[config.mk]
export PLATFORM = sky130hd
export DESIGN_NAME = fifo_access_ctrl
export DESIGN_NICKNAME = d
export VERILOG_FILES = /design/src/rtl/fifo_access_ctrl.sv
export SDC_FILE = /design/constraint.sdc
export NUM_CORES = 1
export LEC_CHECK = 0
export BUFFER_PORTS_ARGS = -buffer_cell sky130_fd_sc_hd__buf_2
export CORE_MARGIN = 2
export CORE_UTILIZATION = 52
export CTS_CLUSTER_SIZE = 12
export DETAILED_ROUTE_END_ITERATION = 8
export PLACE_DENSITY = 0.95
export SYNTH_ARGS = -nofsm -noshare
export SYNTH_HDL_FRONTEND = slang
export SYNTH_SLANG_ARGS = --single-unit
[constraint.sdc]
create_clock -name i_clk -period 7.1 [get_ports i_clk]
set_clock_uncertainty 0.2 [all_clocks]
set_input_delay 1.065 -clock i_clk [delete_from_list [all_inputs] [get_ports i_clk]]
set_output_delay 1.065 -clock i_clk [all_outputs]
set_load 0.02 [all_outputs]
[src/rtl/fifo_access_ctrl.sv]
// fifo_access_ctrl: front-end sequencer for an 8-bit FIFO.
// Write side: round-robin arbitration of NREQ producers onto the FIFO write port, with
// only the HI_PRI requesters eligible while the FIFO reports its threshold.
// Read side: prefetches FIFO words into a 2-entry output buffer behind valid/ready.
// Overflow/underflow events from the FIFO are latched as sticky error flags.
module fifo_access_ctrl #(
    parameter int unsigned          NREQ   = 4,
    parameter int unsigned          DW     = 8,
    parameter logic [NREQ-1:0]      HI_PRI = {{(NREQ-1){1'b0}}, 1'b1}
) (
    input  logic                    i_clk,
    input  logic                    i_rst_n,
    // Producers
    input  logic [NREQ-1:0]         i_req_valid,
    input  logic [NREQ*DW-1:0]      i_req_data,
    output logic [NREQ-1:0]         o_req_ready,
    // FIFO ports
    output logic                    o_fifo_wr,
    output logic [DW-1:0]           o_fifo_din,
    output logic                    o_fifo_rd,
    input  logic [DW-1:0]           i_fifo_dout,
    input  logic                    i_fifo_full,
    input  logic                    i_fifo_empty,
    input  logic                    i_fifo_threshold,
    input  logic                    i_fifo_overflow,
    input  logic                    i_fifo_underflow,
    // Consumer
    output logic                    o_out_valid,
    output logic [DW-1:0]           o_out_data,
    input  logic                    i_out_ready,
    // Status
    output logic [2:0]              o_grant_id,
    output logic                    o_err_ovf,
    output logic                    o_err_udf
);

    // Pointer resets to the last index so that requester 0 is first in line.
    localparam logic [2:0] PTR_RST = 3'(NREQ - 1);

    logic [2:0]         r_rr_ptr;
    logic [2:0]         r_grant_id;
    logic [NREQ-1:0]    w_elig;
    logic [7:0]         w_elig_ext;
    logic               w_gnt_any;
    logic [2:0]         w_gnt_idx;
    logic [2:0]         w_scan_idx;
    logic [NREQ-1:0]    w_gnt_oh;
    logic [DW-1:0]      w_gnt_data;

    logic [1:0]         r_occ;
    logic               r_inflight;
    logic [DW-1:0]      r_head;
    logic [DW-1:0]      r_tail;
    logic               w_pop;
    logic [2:0]         w_need;
    logic               w_rd;

    logic               r_err_ovf;
    logic               r_err_udf;

    // Eligibility and round-robin scan starting just after the last granted index.
    always_comb begin
        w_elig     = i_fifo_full ? '0
                   : (i_req_valid & (i_fifo_threshold ? HI_PRI : {NREQ{1'b1}}));
        w_elig_ext = 8'(w_elig);
        w_gnt_any  = 1'b0;
        w_gnt_idx  = r_rr_ptr;
        w_scan_idx = '0;
        for (int unsigned k = 1; k <= NREQ; k++) begin
            w_scan_idx = 3'((32'(r_rr_ptr) + k) % NREQ);
            if (!w_gnt_any && w_elig_ext[w_scan_idx]) begin
                w_gnt_any = 1'b1;
                w_gnt_idx = w_scan_idx;
            end
        end
    end

    // One-hot grant and write-data mux.
    always_comb begin
        w_gnt_oh   = '0;
        w_gnt_data = '0;
        for (int unsigned j = 0; j < NREQ; j++) begin
            if (w_gnt_any && (w_gnt_idx == 3'(j))) begin
                w_gnt_oh[j] = 1'b1;
                w_gnt_data  = i_req_data[j*DW +: DW];
            end
        end
    end

    // Read request: keep buffer plus in-flight word within two entries.
    always_comb begin
        w_pop  = o_out_valid & i_out_ready;
        w_need = 3'(r_occ) + 3'(r_inflight) - 3'(w_pop);
        w_rd   = !i_fifo_empty && (w_need < 3'd2);
    end

    // Strobes are held low for the whole time reset is asserted.
    assign o_req_ready = i_rst_n ? w_gnt_oh : '0;
    assign o_fifo_wr   = i_rst_n & w_gnt_any;
    assign o_fifo_din  = w_gnt_data;
    assign o_fifo_rd   = i_rst_n & w_rd;
    assign o_out_valid = (r_occ != 2'd0);
    assign o_out_data  = r_head;
    assign o_grant_id  = r_grant_id;
    assign o_err_ovf   = r_err_ovf;
    assign o_err_udf   = r_err_udf;

    // Round-robin pointer and last-grant index advance only on a grant.
    always_ff @(posedge i_clk or negedge i_rst_n) begin
        if (!i_rst_n) begin
            r_rr_ptr   <= PTR_RST;
            r_grant_id <= 3'd0;
        end else if (w_gnt_any) begin
            r_rr_ptr   <= w_gnt_idx;
            r_grant_id <= w_gnt_idx;
        end
    end

    // Output buffer: head feeds the consumer, tail holds the second word.
    always_ff @(posedge i_clk or negedge i_rst_n) begin
        if (!i_rst_n) begin
            r_occ      <= 2'd0;
            r_inflight <= 1'b0;
            r_head     <= '0;
            r_tail     <= '0;
        end else begin
            r_inflight <= w_rd;
            case (r_occ)
                2'd0: begin
                    if (r_inflight) begin
                        r_head <= i_fifo_dout;
                        r_occ  <= 2'd1;
                    end
                end
                2'd1: begin
                    if (r_inflight && w_pop) begin
                        r_head <= i_fifo_dout;
                    end else if (r_inflight) begin
                        r_tail <= i_fifo_dout;
                        r_occ  <= 2'd2;
                    end else if (w_pop) begin
                        r_occ  <= 2'd0;
                    end
                end
                default: begin
                    // Full buffer never has a word in flight without a pop alongside it.
                    if (w_pop) begin
                        r_head <= r_tail;
                        if (r_inflight) begin
                            r_tail <= i_fifo_dout;
                        end else begin
                            r_occ  <= 2'd1;
                        end
                    end
                end
            endcase
        end
    end

    // Sticky error flags, cleared only by reset.
    always_ff @(posedge i_clk or negedge i_rst_n) begin
        if (!i_rst_n) begin
            r_err_ovf <= 1'b0;
            r_err_udf <= 1'b0;
        end else begin
            r_err_ovf <= r_err_ovf | i_fifo_overflow;
            r_err_udf <= r_err_udf | i_fifo_underflow;
        end
    end

endmodule
# Word-level counts from Yosys, hierarchy flattened
# Cells that the tools add are included.
[totals]
regBits = 27
inputBits = 52
out_inout_bits = 28
word_cells = 98
[classes]
n_reduce_logical = 21
muxes = 42
n_eq_ne = 9
bitwise_logic = 7
n_lt_le_gt_ge = 5
addsub = 6
[ops]
columns = ["cell", "count"]
rows = [
  ["8-bit two-way mux", 10],
  ["8-bit case mux with 2 select lines", 2],
  ["2-bit by 4-bit < comparator with 1-bit output, second input constant", 4],
  ["1-bit two-way mux", 12],
  ["2-bit two-way mux", 6],
  ["3-bit two-way mux", 4],
  ["4-bit two-way mux", 3],
  ["1-bit logical AND", 9],
  ["1-bit binary-select mux with 2-bit select", 4],
  ["3-bit by 2-bit == test with 1-bit output, second input constant", 2],
  ["2-bit != test, second input constant", 3],
  ["3-bit AND reduction", 2],
  ["5-bit AND reduction", 1],
  ["2-bit by 1-bit adder with 2-bit output, second input constant", 2],
  ["2-bit adder, second input constant", 2],
  ["4-bit bitwise AND", 1],
  ["1-bit logical NOT", 4],
  ["2-bit case mux with 2 select lines", 1],
  ["2-bit nonzero test", 2],
  ["2-bit by 1-bit adder with 3-bit output", 1],
  ["1-bit bitwise AND", 3],
  ["3-bit by 1-bit == test with 1-bit output, second input constant", 1],
  ["3-bit logical NOT", 1],
  ["3-bit by 2-bit < comparator with 1-bit output, second input constant", 1],
  ["other kinds (8)", 9],
]

# Longest topological paths before layout
[depth]
ltp_word = 21
ltp_mapped = 11
mapped_depth_nobuf = 9

# Worst setup path before layout
# Ideal clock, no wire load.
[synth_timing]
path_kind = "in2out"
start = "input i_fifo_full"
end = "output o_fifo_din[1]"
required_time_ps = 5835
n_path_buf = 2
slack_ps = 3163
t_arrival_ps = 2672
path_stages = 7
path_cell_list = "buf_6 -> or3_4 -> o32ai_4 -> a211oi_2 -> buf_6 -> a21o_1 -> a31oi_1"
[synth_via]
elab_chain_len = 19
word_cells_on_any_way = 35
classes_between = "eq/ne (3); mux (21); reduce/logical (11)"
[synth_lines]
columns = ["element", "line_no", "text"]
rows = [
  ["from (decl)", "22", "input logic i_fifo_full,"],
  ["4-bit two-way mux (*)", "63", "w_elig = i_fifo_full ? '0"],
  ["1-bit binary-select mux with 2-bit select", "71", "if (!w_gnt_any && w_elig_ext[w_scan_idx]) begin"],
  ["1-bit two-way mux (implied by the code)", "71", ""],
  ["1-bit two-way mux", "71", ""],
  ["1-bit logical NOT", "71", ""],
  ["1-bit logical AND", "71", ""],
  ["1-bit two-way mux", "71", ""],
  ["1-bit logical NOT", "71", ""],
  ["1-bit logical AND", "71", ""],
  ["1-bit two-way mux", "71", ""],
  ["1-bit logical NOT", "71", ""],
  ["1-bit logical AND", "71", ""],
  ["3-bit two-way mux", "71", ""],
  ["3-bit logical NOT", "83", "if (w_gnt_any && (w_gnt_idx == 3'(j))) begin"],
  ["1-bit logical AND", "83", ""],
  ["8-bit two-way mux (3 in series)", "83", ""],
  ["8-bit two-way mux (*)", "83", ""],
  ["to (decl)", "19", "output logic [DW-1:0] o_fifo_din,"],
]
# Mark *: on every way between the ends. The rest lies on a longest branch, timed or not. The select of a mux whose other input is x is not followed.

# Worst setup path after layout
[layout_timing]
start = "register r_occ[1]"
end = "output o_fifo_rd"
[layout_via]
elab_chain_len = 6
word_cells_on_any_way = 7
classes_between = "add/sub (2); order compare (1); bitwise (2); reduce/logical (2)"
[layout_lines]
columns = ["element", "line_no", "text"]
rows = [
  ["from (decl)", "50", "logic [1:0] r_occ;"],
  ["from (signal assigned)", "122", "r_occ <= 2'd0;"],
  ["from (signal assigned)", "132", "r_occ <= 2'd1;"],
  ["from (signal assigned)", "140", "r_occ <= 2'd2;"],
  ["parallel branches: the longest is 2 deep, another holds 2-bit by 1-bit adder with 3-bit output", "n/a", ""],
  ["3-bit by 1-bit subtractor with 3-bit output (*)", "93", "w_need = 3'(r_occ) + 3'(r_inflight) - 3'(w_pop);"],
  ["3-bit by 2-bit < comparator with 1-bit output (*)", "94", "w_rd = !i_fifo_empty && (w_need < 3'd2);"],
  ["1-bit logical AND (*)", "94", ""],
  ["named net w_rd", "56", "logic w_rd;"],
  ["1-bit bitwise AND (*)", "101", "assign o_fifo_rd = i_rst_n & w_rd;"],
  ["to (decl)", "20", "output logic o_fifo_rd,"],
]
# Mark *: on every way through the listed nets, which the timed path passes.

==> impl_metrics.ini <==
[layout]
nets = 322
final_cell_mix = buf_2 (79), dfrtp_1 (24), nand2_1 (15)
antennaDiodeCount = 0
final_common_cell = buf_2
drive_gt1_share_pct = 40.75
final_area_um2 = 2297
syn_to_final_growth_pct = 22.24

[flow_run]
cap_violations = 0

[hold_path]
hold_depth = 1
hp-class = reg2reg
hold_start = o_err_ovf
min_delay_worst_endpoint = o_err_ovf

[synth]
synthesis.nets = 250
synthArstFlopShare_pct = 100.0
synth_top_area_share_pct = 31.96
synth.area.top_cells = dfrtp_1 (32%), mux2i_1 (4.8%), mux2_2 (4.8%)
ys_ff_latch = 26
synthSimpleGateAreaFrac_pct = 19.71
synth_flop_cell = dfrtp_1
synth_compound_area_share_pct = 26.63
synthesis.area_um2 = 1879
synth_xor_area_share_pct = 0.4660
synthAdderAreaFrac_pct = 3.063
yosysUniqueCellTypes = 53
ys_seq_area_share_pct = 34.75
synth_area_leader_cell = dfrtp_1
netlist_instances = 194
ys.warnings.count = 0
post_synth.cell_area_avg_um2 = 9.687
synth-edff-count = 0
muxShareOfSynthArea_pct = 10.39
synth_top_family_by_area = compound AO/OA/AOI/OAI gates

[drt]
drc = 0
drt_iter0_markers = 137
ant_nets = 0
drt_wl_total_mm = 4.574
wire_per_inst_um = 14.71
drtPass1Iterations = 4
avgViaCountPerCell = 5.797
num_vias = 1803

[timing]
slew_violations = 0
tns_ps = 0
finalSetupViolCount = 0
clock.fmax_mhz = 238.6
period_minus_slack_ps = 4191
slew_headroom_pct = 43.71
grt_setup_unrepaired = false
hold_viol_final = 0
fin_crit_sh_pct = 59.03
holdWs_ps = 275.6
tightest_slew_ps = 841.2

[status]
outcome = finished clean

[critical_path]
r2r_end = o_out_data[5]
setup.worst_path.class = reg2out
slowest_stage = dfrtp_1
end_kind = output port
crit_arrival_ps = 2930
slowest_delay_ps = 830
worst_r2r_path_depth = 8
r2r_setup_slack_ps = 4220
crit-reg2reg-launch = r_occ[1]
crit_chain = or2_2, nand2_1, ha_1, nand2_1, fa_1, xor2_1, nor3b_1, and2_1, buf_2
path_common_cell = nand2_1
start_kind = register
critPathMaxFanout = 17
cp.required_ps = 5830
setup.worst_path.start = r_occ[1]

[pwr]
power_per_cell_area_nw_per_um2 = 333.8
ir_drop_mv = 0.2117
leakage_nw = 1.038

[placement]
placed_area_um2 = 2261
place.gp.congestion = 0.9357
dpl.hpwl_mm = 3.534
portBuffers = 79

[grt]
grt_pass1_wl_mm = 7.652
grt.total_usage_pct = 22.98
grt_antenna_before_repair = 0
grt_pass1_vias = 1764
grt_max_degree = 32
overflow = 0

[cts]
htree_num_levels = 1
clock-sinks = 26
clkTransAtPathRegs_ps = 140
cts_hold_buf = 0
cts_root_buffer = clkbuf_4
cts_tree = yes
insertion_delay_ps = 330
cts_buffer_depth = 2
numCtsBuffers = 3
post-cts-setup-buffer-count = 0
cts_resized = 0

[floorplanning]
initial_core_util_pct = 55.02
die_y_um = 64.12
coreArea_um2 = 3416
fp.dieW_um = 64.12
dieArea_um2 = 4111
io_pins = 80
core.rowCount = 21
==> Yosys cell counts, drive strengths merged, types with 4 or more instances <==
cell / count
a2111oi: 4
a211oi: 6
a21o: 4
a21oi: 5
a221oi: 7
a22oi: 4
a31oi: 9
and2: 8
buf: 8
clkbuf: 4
dfrtp: 24
inv: 6
mux2: 9
mux2i: 9
nand2: 15
nand2b: 7
nand3b: 6
nor2: 10
o21ai: 11
o2bb2ai: 5
or2: 5
==> critical path, delay by kind of cell (launching register included) <==
| family | cells | cell delay (ps) |
|---|---|---|
| AND/OR/NAND/NOR | 5 | 790 |
| flip-flops | 1 | 830 |
| buffers and inverters | 1 | 160 |
| adder cells (fa/ha/maj) | 2 | 650 |
| XOR/XNOR | 1 | 150 |
==> through the flow <==
stage	power, W	utilization (%)	setup slack, ps	instances
CTS	0.0007701	67.25	2891	311
floorplan	0.0005828	-	3163	194
finish	0.0007669	67.25	2909	311
global route	0.0008275	67.25	2681	311
global placement	0.0006748	66.19	3010	307
detailed placement	0.0006954	66.19	2964	307
==> cell families (layout without fill, tap and decap cells) <==
logic type / count (synthesis) / in the layout
flip-flops: 26 / 26
adder cells (fa/ha/maj): 4 / 4
XOR/XNOR: 1 / 1
buffers and inverters: 18 / 89
AND/OR/NAND/NOR: 65 / 65
multiplexers: 18 / 18
AO/OA/AOI/OAI: 62 / 62
==> flip-flops by register name, indices dropped and copies added (netlist names) <==
signal,flops
o_grant_id,2
o_out_data,8
r_inflight,1
o_err_udf,1
r_occ,2
r_tail,8
o_err_ovf,1
r_rr_ptr,3
==> layout make-up <==
| cell class | instances | area [um^2] |
|---|---|---|
| sequential | 26 | 653.1 |
| multi-input combinational | 150 | 1132 |
| timing repair buffer | 79 | 395.4 |
| inverter | 6 | 22.52 |
| clock buffer | 4 | 36.28 |
| tap | 46 | 57.56 |
| fill | 285 | 1119 |
==> how the worst max path moves through the flow <==
stage / endpoint / slack, ps
detailed placement: o_fifo_din[1] / 2960
floorplan: o_fifo_din[1] / 3160
global route: o_fifo_rd / 2680
finish: o_fifo_rd / 2910
global placement: o_fifo_din[3] / 3010
CTS: o_fifo_rd / 2890
==> metal layers <==
metal / track usage (%) / part of all wire, % / up-vias
met2: 38.80 / 48 / 60
met5: 0 / 0 / -
met1: 29.22 / 44 / 861
met3: 4.225 / 5.5 / 9
li1: - / - / 873
met4: 8.777 / 1.9 / 0
==> power by group <==
group          switching [W]  leakage, nW   total, W  internal (W)
clock network      0.0000444       0.0210  0.0000758     0.0000315
registers          0.0000677        0.310   0.000283      0.000215
logic               0.000235        0.706   0.000408      0.000173
No activity file was read; power rests on OpenSTA's default activity.
